==> config.mk <==
export PLATFORM = sky130hd
export DESIGN_NAME = move_validator
export DESIGN_NICKNAME = d
export VERILOG_FILES = /design/src/rtl/ttt_pkg.sv /design/src/rtl/input_sync_edge.sv /design/src/rtl/move_validator.sv
export SDC_FILE = /design/constraint.sdc
export NUM_CORES = 1
export LEC_CHECK = 0
export ABC_AREA = 1
export BUFFER_PORTS_ARGS = -buffer_cell sky130_fd_sc_hd__buf_2
export CAP_MARGIN = 10
export CELL_PAD_IN_SITES_DETAIL_PLACEMENT = 0
export CELL_PAD_IN_SITES_GLOBAL_PLACEMENT = 1
export CORE_ASPECT_RATIO = 0.75
export CORE_MARGIN = 2
export CORE_UTILIZATION = 35
export CTS_BUF_LIST = sky130_fd_sc_hd__clkbuf_4 sky130_fd_sc_hd__clkbuf_8
export CTS_CLUSTER_SIZE = 25
export DETAILED_ROUTE_END_ITERATION = 6
export PLACE_DENSITY_LB_ADDON = 0.25
export SYNTH_ARGS = -nofsm -noshare
export SYNTH_HDL_FRONTEND = slang
export SYNTH_SLANG_ARGS = --single-unit
export TNS_END_PERCENT = 100
==> constraint.sdc <==
create_clock -name clk -period 1.9 [get_ports clk]
set_input_delay 0.57 -clock clk [delete_from_list [all_inputs] [get_ports clk]]
set_output_delay 0.57 -clock clk [all_outputs]
set_load 0.01 [all_outputs]
==> src/rtl/ttt_pkg.sv <==
`default_nettype none
// ============================================================================
// Module      : ttt_pkg
// Description : Shared tic-tac-toe definitions: cell encodings, board size,
//               move limit and the move-validator FSM state type.
// Revision    : 1.0 - initial release
// ============================================================================
package ttt_pkg;

  localparam logic [1:0] CELL_EMPTY = 2'b00;
  localparam logic [1:0] CELL_X     = 2'b01;
  localparam logic [1:0] CELL_O     = 2'b10;

  localparam int         NUM_CELLS  = 9;
  localparam logic [3:0] MAX_MOVES  = 4'd9;

  typedef enum logic [2:0] {
    ST_IDLE         = 3'd0,
    ST_CHECK        = 3'd1,
    ST_COMMIT       = 3'd2,
    ST_REJECT       = 3'd3,
    ST_WAIT_RELEASE = 3'd4
  } mv_state_e;

  // Only X and O may place a mark; 00 and 11 are not players.
  function automatic logic player_legal(input logic [1:0] p);
    return (p == CELL_X) || (p == CELL_O);
  endfunction

endpackage : ttt_pkg
`default_nettype wire

==> src/rtl/input_sync_edge.sv <==
`default_nettype none
// ============================================================================
// Module      : input_sync_edge
// Description : Multi-flop synchroniser for an asynchronous level input,
//               followed by a rising-edge detector on the synchronised level.
// Revision    : 1.0 - initial release
// ============================================================================
module input_sync_edge #(
  parameter int SYNC_STAGES = 2
) (
  input  logic clk,
  input  logic rst_n,
  input  logic async_i,
  output logic sync_o,
  output logic rise_o
);

  logic [SYNC_STAGES-1:0] sync_q;
  logic                   prev_q;

  // Shift the raw level through the synchroniser chain.
  always_ff @(posedge clk or negedge rst_n) begin
    if (!rst_n) begin
      sync_q <= '0;
    end else begin
      sync_q <= {sync_q[SYNC_STAGES-2:0], async_i};
    end
  end

  // Remember the previous synchronised level for edge detection.
  always_ff @(posedge clk or negedge rst_n) begin
    if (!rst_n) begin
      prev_q <= 1'b0;
    end else begin
      prev_q <= sync_o;
    end
  end

  assign sync_o = sync_q[SYNC_STAGES-1];
  assign rise_o = sync_o & ~prev_q;

endmodule : input_sync_edge
`default_nettype wire

==> src/rtl/move_validator.sv <==
`default_nettype none
// ============================================================================
// Module      : move_validator
// Description : Accepts a cell selection on a synchronised confirm press,
//               checks legality against the board, commits legal moves and
//               emits one-cycle valid/invalid pulses. Owns the board register.
// Revision    : 1.0 - initial release
// ============================================================================
module move_validator
  import ttt_pkg::*;
#(
  parameter int SYNC_STAGES = 2,
  parameter int NUM_CELLS   = ttt_pkg::NUM_CELLS
) (
  input  logic                     clk,
  input  logic                     reset,
  input  logic                     confirm,
  input  logic [3:0]               cell_sel,
  input  logic [1:0]               current_player,
  input  logic                     game_over,
  input  logic                     clear_board,
  output logic                     valid_move,
  output logic                     invalid_move,
  output logic [2*NUM_CELLS-1:0]   board,
  output logic [3:0]               move_count,
  output logic                     board_full
);

  logic confirm_s;
  logic confirm_rise;

  input_sync_edge #(
    .SYNC_STAGES (SYNC_STAGES)
  ) u_confirm_sync (
    .clk     (clk),
    .rst_n   (reset),
    .async_i (confirm),
    .sync_o  (confirm_s),
    .rise_o  (confirm_rise)
  );

  mv_state_e              state_q,   state_d;
  logic [3:0]             cell_q,    cell_d;
  logic [1:0]             player_q,  player_d;
  logic [2*NUM_CELLS-1:0] board_q,   board_d;
  logic [3:0]             count_q,   count_d;
  logic                   valid_q,   valid_d;
  logic                   invalid_q, invalid_d;
  logic                   full_q,    full_d;

  logic [1:0]             target;
  logic                   move_ok;

  // State, captured move, board and pulse registers.
  always_ff @(posedge clk or negedge reset) begin
    if (!reset) begin
      state_q   <= ST_IDLE;
      cell_q    <= '0;
      player_q  <= '0;
      board_q   <= '0;
      count_q   <= '0;
      valid_q   <= 1'b0;
      invalid_q <= 1'b0;
      full_q    <= 1'b0;
    end else begin
      state_q   <= state_d;
      cell_q    <= cell_d;
      player_q  <= player_d;
      board_q   <= board_d;
      count_q   <= count_d;
      valid_q   <= valid_d;
      invalid_q <= invalid_d;
      full_q    <= full_d;
    end
  end

  // Next-state logic: legality check, board update, pulse generation.
  // Pulses and board writes are computed on the CHECK->COMMIT/REJECT
  // transition so they become visible in the COMMIT/REJECT cycle itself.
  always_comb begin
    state_d   = state_q;
    cell_d    = cell_q;
    player_d  = player_q;
    board_d   = board_q;
    count_d   = count_q;
    valid_d   = 1'b0;
    invalid_d = 1'b0;

    target = CELL_EMPTY;
    for (int i = 0; i < NUM_CELLS; i++) begin
      if (cell_q == 4'(i)) begin
        target = board_q[2*i +: 2];
      end
    end

    move_ok = (cell_q < 4'(NUM_CELLS)) && (target == CELL_EMPTY) &&
              !game_over && player_legal(player_q);

    case (state_q)
      ST_IDLE: begin
        if (confirm_rise) begin
          cell_d   = cell_sel;
          player_d = current_player;
          state_d  = ST_CHECK;
        end
      end
      ST_CHECK: begin
        if (move_ok) begin
          state_d = ST_COMMIT;
          valid_d = 1'b1;
          for (int i = 0; i < NUM_CELLS; i++) begin
            if (cell_q == 4'(i)) begin
              board_d[2*i +: 2] = player_q;
            end
          end
          count_d = (count_q == MAX_MOVES) ? count_q : count_q + 4'd1;
        end else begin
          state_d   = ST_REJECT;
          invalid_d = 1'b1;
        end
      end
      ST_COMMIT, ST_REJECT: begin
        state_d = ST_WAIT_RELEASE;
      end
      ST_WAIT_RELEASE: begin
        if (!confirm_s) begin
          state_d = ST_IDLE;
        end
      end
      default: begin
        state_d = ST_IDLE;
      end
    endcase

    // A new-game request overrides any move in flight; the edge detector
    // inside the synchroniser is deliberately left untouched.
    if (clear_board) begin
      state_d   = ST_IDLE;
      board_d   = '0;
      count_d   = '0;
      valid_d   = 1'b0;
      invalid_d = 1'b0;
    end

    full_d = (count_d == MAX_MOVES);
  end

  assign valid_move   = valid_q;
  assign invalid_move = invalid_q;
  assign board        = board_q;
  assign move_count   = count_q;
  assign board_full   = full_q;

endmodule : move_validator
`default_nettype wire

==> flow_summary_export.csv <==
group,metric,value,unit
logic_synthesis,synth_area_leaders,"dfrtp_1 (51%), nand2_1 (9.6%), nor2_1 (5.8%)",
sta,maxClockFrequency,500,MHz
clocking,cts-root-buf,"clkbuf_8",
power,switchingPower,815,uW
clocking,tritoncts,"built",
floorplan,floorplan.initialDensity,36.6,%
floorplan,die_width,86.9,um
sta,final-max-slew-violation-count,0,
logic_synthesis,post_synth.cell_area_avg,8.47,um^2
sta,worst_clock_skew,6.02,ps
logic_synthesis,yosysTopAreaCell,"dfrtp_1",
logic_synthesis,synth.top_cells.by_count,"nand2_1 (46), dfrtp_1 (37), nor2_1 (28)",
outcome,violations,"setup timing",
logic_synthesis,proportion_of_register_bits_with_asynchronous_set_or_reset_after_synthesis,100,%
power,power_density,1020,nW/um^2
sta,unrepaired_setup_endpoints_after_global_routing,"true",
floorplan,design.core.area,4930,um^2
grt,grt_usage,16.5,%
clocking,clock_latency,280,ps
routing,antenna_violating_nets_post_route,0,
power,seq_power_share,38.6,%
grt,number_of_global_route_vias_before_repair,1586,
setup_path,regToRegSetupSlack,-100,ps
setup_path,timing.critical_path.fanout_max,6,
setup_path,critPathCaptureType,"register",
sta,slew_headroom,68.7,%
sta,fin_setup_tns,-1150,ps
routing,avgRoutedWirePerCell,11.9,um
run,cap_violations,0,
routing,first_iter_violations,57,
placed_design,routabilityCongestion,0.769,
cells_and_area,syn2layout_area_growth,41.5,%
power,comb_power_share,30.5,%
setup_path,critical_path.cell_chain,"buf_6, nor2_4, inv_2, nor3_4, inv_2, or3_4, nand2_4, nand3_4, nor2_1, nor2_1, nand2_1, o21ai_0",
grt,first_pass_grt_wire_length,7270,um
setup_path,crit_slowest_cell,"dfrtp_1",
sta,fin_crit_sh,105,%
routing,dr.pass1.iters,4,
clocking,clk_transition_reported_paths,80,ps
power,ir_worst_vdd,461,uV
placed_design,dp_hpwl,2990,um
logic_synthesis,synthDistinctLibCells,29,
power,p_sw_share,31.3,%
logic_synthesis,combined_area_of_all_synthesized_cells,1800,um^2
grt,grt_max_degree,38,
logic_synthesis,postSynthCellCount,213,
logic_synthesis,yosysWarningCount,0,
cells_and_area,diodes,0,
floorplan,dieHeight,66.2,um
logic_synthesis,ys_seq_elements,37,
sta,worstMarginPinSlew,469,ps
cells_and_area,layoutNonFillerInstCount,343,
clocking,numCtsBuffers,5,
grt,global_route.overflow_total,0,
power,clock_power_share,30.9,%
sta,fin_worst_hold_slack,320,ps
setup_path,critical_path.reg2reg.startpoint,"cell_q[3]",
setup_path,worstSetupPathType,"register to register",
logic_synthesis,synth_top_cell_area_share,51.3,%
setup_path,r2r.worst_path.cells,12,
logic_synthesis,synth_fp_nets,226,
logic_synthesis,yosysSeqAreaShare,51.3,%
power,cellInternalPower,1790,uW
sta,setup-violations-final,21,
logic_synthesis,synth_edf_count,0,
routing,avgViaCountPerCell,4.52,
sta,timing.final.ws_setup,-99.8,ps
routing,routed_wirelength,4080,um
clocking,cts-htree-levels,2,
sta,hold_violations,0,
hold_path,hold_path_class,"input pin to async pin",
logic_synthesis,ys.flop_type,"dfrtp_1",
setup_path,critical-path-max-stage-delay,420,ps
setup_path,cp-start-kind,"register",
setup_path,critical_path.startpoint,"cell_q[3]",
sta,layout_min_cycle_time,2000,ps
cells_and_area,layout.nets,295,
floorplan,dieArea,5750,um^2
floorplan,floorplan.io_pins,36,
setup_path,worstPathArrival,2150,ps
setup_path,setup.worst_path.end,"board[5]",
setup_path,cp.required,2050,ps
cells_and_area,post_route_cells_drive_above_1_share,40.3,%
cells_and_area,filler_cell_count,500,
cells_and_area,layout.area.seq,927,um^2
placed_design,numPlacedInstances,332,
grt,grt_antenna_before_repair,0,
floorplan,fp-row-count,22,
clocking,cts.sinks,37,
logic_synthesis,yosys.cell_count.top_type,"nand2_1",
placed_design,numPortBuffers,35,
cells_and_area,multi_input_comb_area,875,um^2
routing,post-route-drc-count,0,
setup_path,critical_path.reg2reg.endpoint,"board[5]",
outcome,outcome,"finished, violations left",
routing,vias,1551,
power,power.leakage,0.00128,uW
clocking,clock_path_buffers,2,
worst min path at each step:
| stage | start | to | slack, ps | cells after the start |
|---|---|---|---|---|
| 2_1_floorplan | reset | board[0] | 270 | 0 |
| 3_3_place_gp | u_confirm_sync.sync_q[0] | u_confirm_sync.sync_q[1] | 330 | 0 |
| 3_5_place_dp | u_confirm_sync.sync_q[0] | u_confirm_sync.sync_q[1] | 340 | 0 |
| 4_1_cts | reset | board[1] | 340 | 2 |
| 5_1_grt | reset | cell_q[0] | 360 | 2 |
| 6_report | reset | board[1] | 320 | 2 |
stage by stage:
stage	instance area (um^2)	worst slack [ps]	power (uW)	utilization, %
after floorplan	1800	65.3	1370	-
after global placement	2250	-76.8	1720	45.7
after detailed placement	2250	-126	1730	45.7
after CTS	2430	-60.4	2570	49.4
after global routing	2550	-263	2780	51.8
final	2550	-99.8	2600	51.8
layer usage:
metal	share of wire [%]	routed length, um	up-vias	track usage (%)
li1	-	-	818	-
met1	54	2210	703	23.9
met2	42	1700	28	25.1
met3	3.7	151	2	3.75
met4	0.66	27	0	3.52
met5	0	0	-	0
what timing repair did:
action | in CTS | in global routing
pin swaps | 3 | 2
setup endpoints to repair | 20 | 26
cloned | 0 | 0
resized for setup | 9 | 27
hold buffers | 0 | 0
buffers inserted | 1 | 2
area by class of cell:
type                            instances  area share [%]
Multi-Input combinational cell        143            34.3
Sequential cell                        37            36.3
Tap cell                               60            2.94
Timing Repair Buffer                   63            16.0
Inverter                               32            5.20
Clock buffer                            5            2.70
Clock inverter                          3            2.55
cell usage in the layout, fill, tap and decap left out, types with 2 or more instances in the layout:
cell type / count
nand2_1: 42
dfrtp_1: 36
buf_2: 35
inv_1: 26
buf_4: 24
nor2_1: 22
o21ai_1: 15
nor2_2: 8
nand3_2: 6
nand2_2: 6
a21oi_1: 6
a21oi_4: 6
inv_2: 5
o21ai_0: 5
clkbuf_8: 5
nand3_1: 4
nor3_1: 4
buf_6: 3
nor2_4: 2
xnor2_1: 2
nand4_1: 2
mux2_2: 2
ha_1: 2
bufinv_16: 2
worst max-delay path: cells and delay by family (launching register included):
family                 cells  cell delay, ps
AOI/OAI and AO/OA          1              70
buffers and inverters      3             250
and+or+nand+nor            8            1120
DFF                        1             420
cells by family (layout without fill, tap and decap cells):
group	Yosys count	after routing	share of synthesized area [%]
and+or+nand+nor	101	101	26.1
adders and majority gates	2	2	1.39
muxes	2	2	1.25
xor gates and xnor gates	3	3	1.46
buffers and inverters	33	103	6.93
DFF	37	37	51.3
AOI/OAI and AO/OA	35	35	11.5
sequential cells by signal, indices dropped and copies added (netlist names):
name,count
move_count,4
invalid_move,1
valid_move,1
u_confirm_sync.prev_q,1
state_q,3
board_full,1
cell_q,4
u_confirm_sync.sync_q,2
board,18
player_q,2
power groups by stage:
stage | logic (uW) | clock network, uW | registers [uW]
floorplan | 336 | 0 | 1030
global placement | 713 | 0 | 1010
detailed placement | 718 | 0 | 1010
CTS | 743 | 825 | 1000
global route | 891 | 860 | 1030
finish | 794 | 806 | 1000
Power figures use the tool's default switching activity.
